$ cat config.mk
export PLATFORM = sky130hd
export DESIGN_NAME = load_controller_flat
export DESIGN_NICKNAME = d
export VERILOG_FILES = /design/src/rtl/load_controller_if.sv /design/src/rtl/load_controller.sv /design/src/flat_wrapper.sv
export SDC_FILE = /design/constraint.sdc
export NUM_CORES = 1
export LEC_CHECK = 0
export ABC_AREA = 1
export ABC_CLOCK_PERIOD_IN_PS = 3150
export BUFFER_PORTS_ARGS = -buffer_cell sky130_fd_sc_hd__buf_2
export CELL_PAD_IN_SITES_DETAIL_PLACEMENT = 2
export CELL_PAD_IN_SITES_GLOBAL_PLACEMENT = 2
export CORE_MARGIN = 4
export CORE_UTILIZATION = 33
export CTS_CLUSTER_SIZE = 14
export DETAILED_ROUTE_END_ITERATION = 10
export GPL_ROUTABILITY_DRIVEN = 1
export HOLD_SLACK_MARGIN = 0.08
export PLACE_DENSITY = 0.81
export SETUP_SLACK_MARGIN = 0.2
export SLEW_MARGIN = 25
export SYNTH_ARGS = -nofsm -noshare
export SYNTH_HDL_FRONTEND = slang
export SYNTH_SLANG_ARGS = --single-unit
$ cat constraint.sdc
create_clock -name clk -period 3.15 [get_ports clk]
set_input_delay 0.4725 -clock clk [delete_from_list [all_inputs] [get_ports clk]]
set_output_delay 0.4725 -clock clk [all_outputs]
set_load 0.02 [all_outputs]
$ cat src/rtl/load_controller_if.sv
// ---------------------------------------------------------------------------
// load_controller_if
//   Bundles the request and memory/switch/core signals of the load
//   controller.
//
//   Parameters
//     NUM_ROWS  rows per load sequence; sets the width of rowaddrtoSw
//     ADDR_W    row address width
//
//   Signals (direction shown for the master side, the controller itself)
//     load_req     in   start a load sequence
//     memRD        out  data memory read strobe
//     swEnable     out  switch enable, memory bus to core registers
//     memRdtoReg   out  core register write enable
//     rowaddr      out  memory row address
//     rowaddrtoSw  out  one-hot row select to the switch
//     coreStart    out  one-cycle start pulse, bit i to core i+1
//     busy         out  sequence in progress
//
//   Modports
//     master  the controller
//     slave   the environment that issues requests and observes outputs
// ---------------------------------------------------------------------------
interface load_controller_if #(
  parameter int NUM_ROWS = 16,
  parameter int ADDR_W   = 4
);
  logic                load_req;
  logic                memRD;
  logic                swEnable;
  logic                memRdtoReg;
  logic [ADDR_W-1:0]   rowaddr;
  logic [NUM_ROWS-1:0] rowaddrtoSw;
  logic [3:0]          coreStart;
  logic                busy;

  modport master (
    input  load_req,
    output memRD,
    output swEnable,
    output memRdtoReg,
    output rowaddr,
    output rowaddrtoSw,
    output coreStart,
    output busy
  );

  modport slave (
    output load_req,
    input  memRD,
    input  swEnable,
    input  memRdtoReg,
    input  rowaddr,
    input  rowaddrtoSw,
    input  coreStart,
    input  busy
  );
endinterface

$ cat src/rtl/load_controller.sv
// ---------------------------------------------------------------------------
// load_controller
//   Reads NUM_ROWS operand rows from data memory into the core registers,
//   one row per transaction, routing each row through the switch.  After the
//   last row is captured it pulses coreStart to all four cores.
//
//   Each row takes one READ cycle, MEM_LAT-1 WAIT cycles and one CAPTURE
//   cycle.  A START cycle follows the last row, then the controller returns
//   to IDLE.  Requests arriving while busy are dropped.
//
//   Parameters
//     NUM_ROWS  rows per request (2..16)
//     ADDR_W    row address width, 2**ADDR_W >= NUM_ROWS
//     MEM_LAT   data memory read latency in cycles (1..4)
//
//   Ports
//     clk   system clock, rising edge
//     rstn  asynchronous active-low reset
//     bus   load_controller_if master modport (request, memory, switch,
//           core start and busy signals)
//
//   Every output is a flop loaded from the next-state values, so the outputs
//   describe the state being entered and nothing reaches them combinationally
//   from load_req.
// ---------------------------------------------------------------------------
module load_controller #(
  parameter int NUM_ROWS = 16,
  parameter int ADDR_W   = 4,
  parameter int MEM_LAT  = 1
) (
  input  logic              clk,
  input  logic              rstn,
  load_controller_if.master bus
);

  // The wait counter only has to count up to MEM_LAT-2.
  localparam int LAT_W = (MEM_LAT > 2) ? $clog2(MEM_LAT) : 1;
  localparam logic [LAT_W-1:0]  LAT_LAST = LAT_W'((MEM_LAT > 1) ? (MEM_LAT - 2) : 0);
  localparam logic [ADDR_W-1:0] ROW_LAST = ADDR_W'(NUM_ROWS - 1);

  typedef enum logic [2:0] {
    IDLE    = 3'd0,
    READ    = 3'd1,
    WAIT    = 3'd2,
    CAPTURE = 3'd3,
    START   = 3'd4
  } state_t;

  state_t              state_reg, state_next;
  logic [ADDR_W-1:0]   row_reg, row_next;
  logic [LAT_W-1:0]    lat_reg, lat_next;

  // Output flops and the values they load.
  logic                mem_rd_reg, mem_rd_next;
  logic                capture_reg, capture_next;
  logic [ADDR_W-1:0]   rowaddr_reg, rowaddr_next;
  logic [NUM_ROWS-1:0] row_sel_reg, row_sel_next;
  logic [3:0]          core_start_reg, core_start_next;
  logic                busy_reg, busy_next;

  // -------------------------------------------------------------------------
  // State and counter registers
  // -------------------------------------------------------------------------
  always_ff @(posedge clk or negedge rstn) begin
    if (!rstn) begin
      state_reg <= IDLE;
      row_reg   <= '0;
      lat_reg   <= '0;
    end else begin
      state_reg <= state_next;
      row_reg   <= row_next;
      lat_reg   <= lat_next;
    end
  end

  // -------------------------------------------------------------------------
  // Next-state and counter logic
  // -------------------------------------------------------------------------
  always_comb begin
    state_next = state_reg;
    row_next   = row_reg;
    lat_next   = lat_reg;

    case (state_reg)
      IDLE: begin
        lat_next = '0;
        if (bus.load_req) begin
          state_next = READ;
          row_next   = '0;
        end
      end

      READ: begin
        lat_next = '0;
        // With single-cycle memory the data is ready for the next edge.
        if (MEM_LAT > 1) begin
          state_next = WAIT;
        end else begin
          state_next = CAPTURE;
        end
      end

      WAIT: begin
        if (lat_reg == LAT_LAST) begin
          state_next = CAPTURE;
          lat_next   = '0;
        end else begin
          lat_next = lat_reg + LAT_W'(1);
        end
      end

      CAPTURE: begin
        lat_next = '0;
        // The row counter stops at the last row, so it never wraps.
        if (row_reg == ROW_LAST) begin
          state_next = START;
        end else begin
          state_next = READ;
          row_next   = row_reg + ADDR_W'(1);
        end
      end

      START: begin
        state_next = IDLE;
        row_next   = '0;
        lat_next   = '0;
      end

      default: begin
        state_next = IDLE;
        row_next   = '0;
        lat_next   = '0;
      end
    endcase
  end

  // -------------------------------------------------------------------------
  // Output values for the state being entered
  // -------------------------------------------------------------------------
  always_comb begin
    mem_rd_next     = 1'b0;
    capture_next    = 1'b0;
    rowaddr_next    = '0;
    core_start_next = 4'b0000;
    busy_next       = 1'b0;

    case (state_next)
      READ, WAIT: begin
        mem_rd_next  = 1'b1;
        rowaddr_next = row_next;
        busy_next    = 1'b1;
      end

      CAPTURE: begin
        mem_rd_next  = 1'b1;
        capture_next = 1'b1;
        rowaddr_next = row_next;
        busy_next    = 1'b1;
      end

      START: begin
        core_start_next = 4'b1111;
        busy_next       = 1'b1;
      end

      default: begin
        mem_rd_next = 1'b0;
      end
    endcase
  end

  // One-hot switch select, live only while a row is being captured.
  for (genvar gi = 0; gi < NUM_ROWS; gi++) begin : g_row_sel
    assign row_sel_next[gi] = (state_next == CAPTURE) && (row_next == ADDR_W'(gi));
  end

  // -------------------------------------------------------------------------
  // Output registers
  // -------------------------------------------------------------------------
  always_ff @(posedge clk or negedge rstn) begin
    if (!rstn) begin
      mem_rd_reg     <= 1'b0;
      capture_reg    <= 1'b0;
      rowaddr_reg    <= '0;
      row_sel_reg    <= '0;
      core_start_reg <= 4'b0000;
      busy_reg       <= 1'b0;
    end else begin
      mem_rd_reg     <= mem_rd_next;
      capture_reg    <= capture_next;
      rowaddr_reg    <= rowaddr_next;
      row_sel_reg    <= row_sel_next;
      core_start_reg <= core_start_next;
      busy_reg       <= busy_next;
    end
  end

  // swEnable and memRdtoReg come from one flop, so they always match.
  assign bus.memRD       = mem_rd_reg;
  assign bus.swEnable    = capture_reg;
  assign bus.memRdtoReg  = capture_reg;
  assign bus.rowaddr     = rowaddr_reg;
  assign bus.rowaddrtoSw = row_sel_reg;
  assign bus.coreStart   = core_start_reg;
  assign bus.busy        = busy_reg;

endmodule

$ cat src/flat_wrapper.sv
// flat-port wrapper written by rule: the top's interface ports become plain ports
module load_controller_flat 
#(
  parameter int NUM_ROWS = 16,
  parameter int ADDR_W   = 4,
  parameter int MEM_LAT  = 1
)
  (clk, rstn, bus_load_req, bus_memRD, bus_swEnable, bus_memRdtoReg, bus_rowaddr, bus_rowaddrtoSw, bus_coreStart, bus_busy);
  load_controller_if #(.NUM_ROWS(NUM_ROWS), .ADDR_W(ADDR_W)) bus_i ();
  input  logic clk;
  input  logic rstn;
  input wire logic [$bits(bus_i.load_req)-1:0] bus_load_req;
  output wire logic [$bits(bus_i.memRD)-1:0] bus_memRD;
  output wire logic [$bits(bus_i.swEnable)-1:0] bus_swEnable;
  output wire logic [$bits(bus_i.memRdtoReg)-1:0] bus_memRdtoReg;
  output wire logic [$bits(bus_i.rowaddr)-1:0] bus_rowaddr;
  output wire logic [$bits(bus_i.rowaddrtoSw)-1:0] bus_rowaddrtoSw;
  output wire logic [$bits(bus_i.coreStart)-1:0] bus_coreStart;
  output wire logic [$bits(bus_i.busy)-1:0] bus_busy;
  assign bus_i.load_req = bus_load_req;
  assign bus_memRD = bus_i.memRD;
  assign bus_swEnable = bus_i.swEnable;
  assign bus_memRdtoReg = bus_i.memRdtoReg;
  assign bus_rowaddr = bus_i.rowaddr;
  assign bus_rowaddrtoSw = bus_i.rowaddrtoSw;
  assign bus_coreStart = bus_i.coreStart;
  assign bus_busy = bus_i.busy;
  load_controller #(.NUM_ROWS(NUM_ROWS), .ADDR_W(ADDR_W), .MEM_LAT(MEM_LAT)) u_core (.clk(clk), .rstn(rstn), .bus(bus_i));
endmodule
After elaboration in Yosys (flattened, before gate mapping)
Cells that the tools add are included.
- register bits after elaboration: 35
- bits of input ports: 3
- $add $sub $neg: 2
- eq/ne operators: 23
- muxes and demuxes: 14
- reduce and logical (&&, ||, !) cells: 21
- operators by type and width (cell ; count):
    $eq A4 B4 Y1 const B ; 9
    $eq A4 B3 Y1 const B ; 4
    $logic_and A1 B1 Y1 ; 16
    $mux W4 ; 4
    $eq A3 B2 Y1 const B ; 4
    $pmux W3 S4 ; 1
    $pmux W4 S3 ; 1
    $mux W3 ; 3
    $eq A4 B2 Y1 const B ; 2
    $eq A3 B1 Y1 const B ; 2
    $mux W1 ; 5
    $add A4 B1 Y4 const B ; 1
    $eq A4 B1 Y1 const B ; 1
    $logic_not A4 Y1 ; 1
    $reduce_or A4 Y1 ; 1
    $eq A3 B3 Y1 const B ; 1
    $logic_not A3 Y1 ; 1
    $reduce_or A3 Y1 ; 1
    $reduce_or A2 Y1 ; 1
    $add A1 B1 Y1 const B ; 1

Longest topological paths before layout
- depth in word-level cells: 6
- mapped depth: 9
- depth with buffers taken out: 9

Worst setup path before layout
Ideal clock, no wire load.
- path kind: reg-to-reg
- start point: register u_core.row_reg[0]
- end point: register u_core.row_sel_reg[0] (netlist: u_core.bus.rowaddrtoSw[0])
- arrival: 1.303 ns
- required time: 3.078 ns
- slack: 1.775 ns
- cell stages (with the launch flop): 9
- buffers on the path: 0
- period minus slack after synthesis: 1.375 ns
- cell sequence: dfrtp_1 ha_1 nand2_1 nor2_1 nand2_2 nand3_1 a21boi_0 nand2_1 nor2_1
- longest elaborated chain between the ends: 5
- elaborated cells on any way between the ends: 10
- RTL lines (what ; line ; source):
    start: declaration ; load_controller.sv:50 ; logic [ADDR_W-1:0] row_reg, row_next;
    start signal: assignment ; load_controller.sv:71 ; row_reg <= row_next;
    $add A4 B1 Y4 or $eq A4 B4 Y1 (tied branches) ; load_controller.sv:119, load_controller.sv:115 ;
    $mux W4 or $mux W3 (tied branches) ; load_controller.sv:115 ; if (row_reg == ROW_LAST) begin
    $pmux W4 S3 or $pmux W3 S4 (tied branches) ; load_controller.sv:84 ; case (state_reg)
    $logic_not A4 Y1 or $eq A3 B2 Y1 (tied branches) ; load_controller.sv:174 ; assign row_sel_next[gi] = (state_next == CAPTURE) && (row_next == ADDR_W'(gi));
    $logic_and A1 B1 Y1 (*) ; load_controller.sv:174 ;
    net u_core.row_sel_next[0] ; load_controller.sv:57 ; logic [NUM_ROWS-1:0] row_sel_reg, row_sel_next;
    end signal: assignment ; load_controller.sv:192 ; row_sel_reg <= row_sel_next;
    end: declaration ; load_controller.sv:57 ;
Mark *: on every way through the listed nets, which the timed path passes. The rest lies on a longest branch.

Worst setup path in the final report
- start point: register u_core.row_reg[0]
- end point: register u_core.row_sel_reg[2] (netlist: u_core.bus.rowaddrtoSw[2])
- longest elaborated chain between the ends: 5
- elaborated cells on any way between the ends: 10
- RTL lines (what ; line):
    $add A4 B1 Y4 or $eq A4 B4 Y1 (tied branches) ; load_controller.sv:119, load_controller.sv:115
    $mux W4 (*) ; load_controller.sv:115
    $pmux W4 S3 (*) ; load_controller.sv:84
    net u_core.row_next[1] ; load_controller.sv:50
    $eq A4 B2 Y1 (*) ; load_controller.sv:174
    $logic_and A1 B1 Y1 (*) ; load_controller.sv:174
    net u_core.row_sel_next[2] ; load_controller.sv:57
Marked as above.

==> PnR_summary.wiki <==
{| class="wikitable"
! Metric !! Value
|-
| Hold Crit Class || in2async
|-
| Final worst-path cycle share || 54.3%
|-
| DR pass1 iterations || 3
|-
| Fraction of power consumed by the clock network || a little over a fifth
|-
| Worst setup path startpoint || u_core.row_reg[0]$_DFF_PN0_
|-
| Half-perimeter wire length of the detailed placement result || 2530 µm
|-
| Max-capacitance violation count || 0
|-
| Post-CTS Repair Setup Buffers || 0
|-
| Maximum ir drop on the vdd rail || about 0.32 mV
|-
| Worst relative slew slack || a little over half
|-
| Clock latency at the later pin of the worst-skew pair || 290 ps
|-
| Transition time of the tightest slew-check pin || just under 700 ps
|-
| Num CTS Buffers || 5
|-
| Yosys synthesis warning count || 0
|-
| Post-Route M1 WL || 1410 µm
|-
| Area contributors post-synth || sky130_fd_sc_hd__dfrtp_1 (63%), sky130_fd_sc_hd__nand2_1 (7.6%), sky130_fd_sc_hd__nor2_1 (7.0%)
|-
| TNS Setup || 0 ps
|-
| Power density relative to cell area || approximately 1000 nW/µm²
|-
| Wire length of the first global-routing pass || a little under 6000 µm
|-
| Number of vias in the routed layout || just under 1000
|-
| Arrival time of data at the critical path endpoint || approximately 1900 ps
|-
| Most common cell after layout, fill and taps aside || sky130_fd_sc_hd__dfrtp_1
|-
| Initial antenna violation count || 0
|-
| Starting Density || a little over a third
|-
| Gates resized, CTS repair || 0
|-
| I/O pin count || 31
|-
| Total power consumption of the routed design || around 1.5 mW
|-
| Post-route cell area || 1500 µm²
|-
| RSZ-0062 raised after global routing || no
|-
| Post-detailed-route wirelength per cell || approximately 16 µm
|-
| Drt total wl || 3350 µm
|-
| Post-synthesis instance area || 1230 µm²
|-
| Remaining DRCs || 0
|-
| Vias per inst || between 4 and 5
|-
| FF+latch count, synth || 31
|-
| Number of flip-flops under the largest register name || 16
|-
| Slack of the critical path || around 1400 ps
|-
| Clock transition time at the flip-flop clock pins of the worst setup and hold paths || 70 ps
|-
| Run status || complete, no violations
|-
| Switching portion of total power || between 40 and 50%
|-
| Total Routing Usage GR || about 16%
|-
| Crit Reg-Reg Startpoint || u_core.row_reg[0]$_DFF_PN0_
|-
| Mapped Avg Cell Area || a little under 10 µm²
|-
| Yosys top cell area share || between 60% and 70%
|-
| Clock tree from TritonCTS || done
|-
| Proportion of power drawn by combinational gates || 41.7%
|-
| Routed wl met3 || 139 µm
|-
| Cell taking the most area after synthesis || sky130_fd_sc_hd__dfrtp_1
|-
| Height of the chip || just under 70 µm
|-
| Area of placed instances || 1410 µm²
|-
| Total congestion overflow || 0
|-
| Antenna diodes || 0
|-
| Total of fill cells in the finished design || around 400
|-
| Crit end category || flop
|-
| Core area || 3470 µm²
|-
| Number of cell rows || 21
|-
| Top library cells by usage in the layout, fill and taps aside || sky130_fd_sc_hd__dfrtp_1 (31), sky130_fd_sc_hd__buf_2 (30), sky130_fd_sc_hd__nand2_1 (25)
|-
| Required time of the critical path || between 3000 and 4000 ps
|-
| Unique cell type count in the Yosys netlist || 15
|-
| Maximum clock path buffer count || 2
|-
| Net count of the finished layout || around 170
|-
| Global placement routability congestion || ~0.8
|-
| Class of the most critical setup path || reg2reg
|-
| Crit Path Max Fanout || 7
|-
| Final hold violation count || 0
|-
| Vias in the first global route || approximately 1100
|-
| Endpoint of the most critical register-to-register path || u_core.bus.rowaddrtoSw[2]$_DFF_PN0_
|-
| Post-Syn Nets || around 130
|-
| Share of post-route cells with drive strength above 1 || between 20% and 30%
|-
| Setup Skew || 8.60 ps
|-
| Detail Route Antenna Nets || 0
|-
| Final core utilization || ~43%
|-
| FF-to-FF setup slack || around 1400 ps
|-
| Minimum clock period after layout || approximately 1700 ps
|-
| Total met2 wirelength after detailed routing || 1720 µm
|-
| Hold Buf Count CTS || 0
|-
| Gate count after technology mapping || approximately 130
|-
| P_leak || 0.877 nW
|-
| Worst slack after detailed placement || about 1500 ps
|-
| Number of input and output port buffers inserted || 30
|-
| Worst Reg-to-Reg Cells || 9
|-
| Setup-violating endpoint count in the final report || 0
|-
| Die width || between 60 and 70 µm
|-
| Internal cell power || between 0.8 and 0.9 mW
|-
| TritonCTS sink count || 31
|-
| H-tree levels || 2
|-
| Sequential area share after synthesis || approximately 63%
|-
| Largest net degree at the start of global routing || 32
|-
| Violation count after the first detailed-routing iteration || 26
|-
| Share of total power in sequential cells || between 30% and 40%
|-
| NetSw || a little under 0.7 mW
|-
| Top routing layer in use || met4
|-
| Achievable Freq || ~580 MHz
|-
| Setup crit start kind || flop
|-
| Area of the die || 4780 µm²
|-
| Number of slew-limit violations in the final report || 0
|-
| Area Overhead vs Synth || 21.5%
|-
| Buffer cell driving the clock tree root || sky130_fd_sc_hd__clkbuf_8
|}
==> final cells by class <==
class	count	area (µm²)	area share (%)
clock buffers	6	82.6	5.51
clock inverters	1	5.00	0.334
inverters	18	67.6	4.51
multi-input cells	75	360	24.0
flip-flops and latches	31	776	51.8
well taps	46	57.6	3.84
repair buffers	30	150	10.0
==> synthesized netlist by cell type <==
cell type and count:
sky130_fd_sc_hd__buf_4 4, sky130_fd_sc_hd__nor2_4 1, sky130_fd_sc_hd__nand3_2 3, sky130_fd_sc_hd__nand4_1 3, sky130_fd_sc_hd__o21ai_0 1, sky130_fd_sc_hd__nand3_1 9, sky130_fd_sc_hd__dfrtp_1 31, sky130_fd_sc_hd__inv_1 18
sky130_fd_sc_hd__nand2_2 6, sky130_fd_sc_hd__nand3b_1 1, sky130_fd_sc_hd__nand2_1 25, sky130_fd_sc_hd__ha_1 1, sky130_fd_sc_hd__a21boi_0 1, sky130_fd_sc_hd__nor2_1 23, sky130_fd_sc_hd__o21ai_1 1
==> power groups by stage <==
| stage | logic [mW] | registers [mW] | clock network (mW) |
|---|---|---|---|
| 2_1_floorplan | 0.363 | 0.643 | 0 |
| 5_1_grt | 0.721 | 0.588 | 0.355 |
| 3_5_place_dp | 0.648 | 0.583 | 0 |
| 3_3_place_gp | 0.615 | 0.568 | 0 |
| 4_1_cts | 0.656 | 0.577 | 0.333 |
| 6_report | 0.641 | 0.574 | 0.321 |
==> worst max-delay path: stages, from the launching register on <==
cell and delay [ps]:
sky130_fd_sc_hd__dfrtp_1 490, sky130_fd_sc_hd__ha_1 280, sky130_fd_sc_hd__nand2_1 100, sky130_fd_sc_hd__nor2_1 150
sky130_fd_sc_hd__nand2_2 110, sky130_fd_sc_hd__nand3_1 110, sky130_fd_sc_hd__nand2_1 70, sky130_fd_sc_hd__nand2_2 80
sky130_fd_sc_hd__nand2_1 120, sky130_fd_sc_hd__nor2_1 120
==> metrics by stage <==
step,hold WS (ps),instances
2_1_floorplan,177,128
3_3_place_gp,535,200
3_5_place_dp,563,200
4_1_cts,243,207
5_1_grt,274,207
6_report,217,207
==> layer usage <==
| metal | up-vias | global-route usage (%) |
|---|---|---|
| met4 | 0 | 8.46 |
| met1 | 492 | 18.8 |
| met5 | - | 0 |
| met2 | 27 | 25.8 |
| li1 | 454 | - |
| met3 | 7 | 4.07 |
==> how the worst max path moves through the flow <==
stage	slack [ps]	cells past startpoint	endpoint
floorplan	1780	8	u_core.bus.rowaddrtoSw[0]$_DFF_PN0_
global placement	1520	9	u_core.bus.rowaddrtoSw[4]$_DFF_PN0_
detailed placement	1460	8	u_core.bus.rowaddrtoSw[6]$_DFF_PN0_
CTS	1410	9	u_core.bus.rowaddrtoSw[6]$_DFF_PN0_
global route	1260	9	u_core.bus.rowaddrtoSw[2]$_DFF_PN0_
finish	1440	9	u_core.bus.rowaddrtoSw[2]$_DFF_PN0_
==> logic make-up after synthesis <==
| family | Yosys count | share of synthesized area, % |
|---|---|---|
| flip-flops | 31 | 62.9 |
| buffers and inverters | 22 | 7.91 |
| AO/OA/AOI/OAI | 3 | 1.42 |
| adder cells (fa/ha/maj) | 1 | 1.01 |
| AND/OR/NAND/NOR | 71 | 26.8 |
Power figures use the tool's default switching activity.
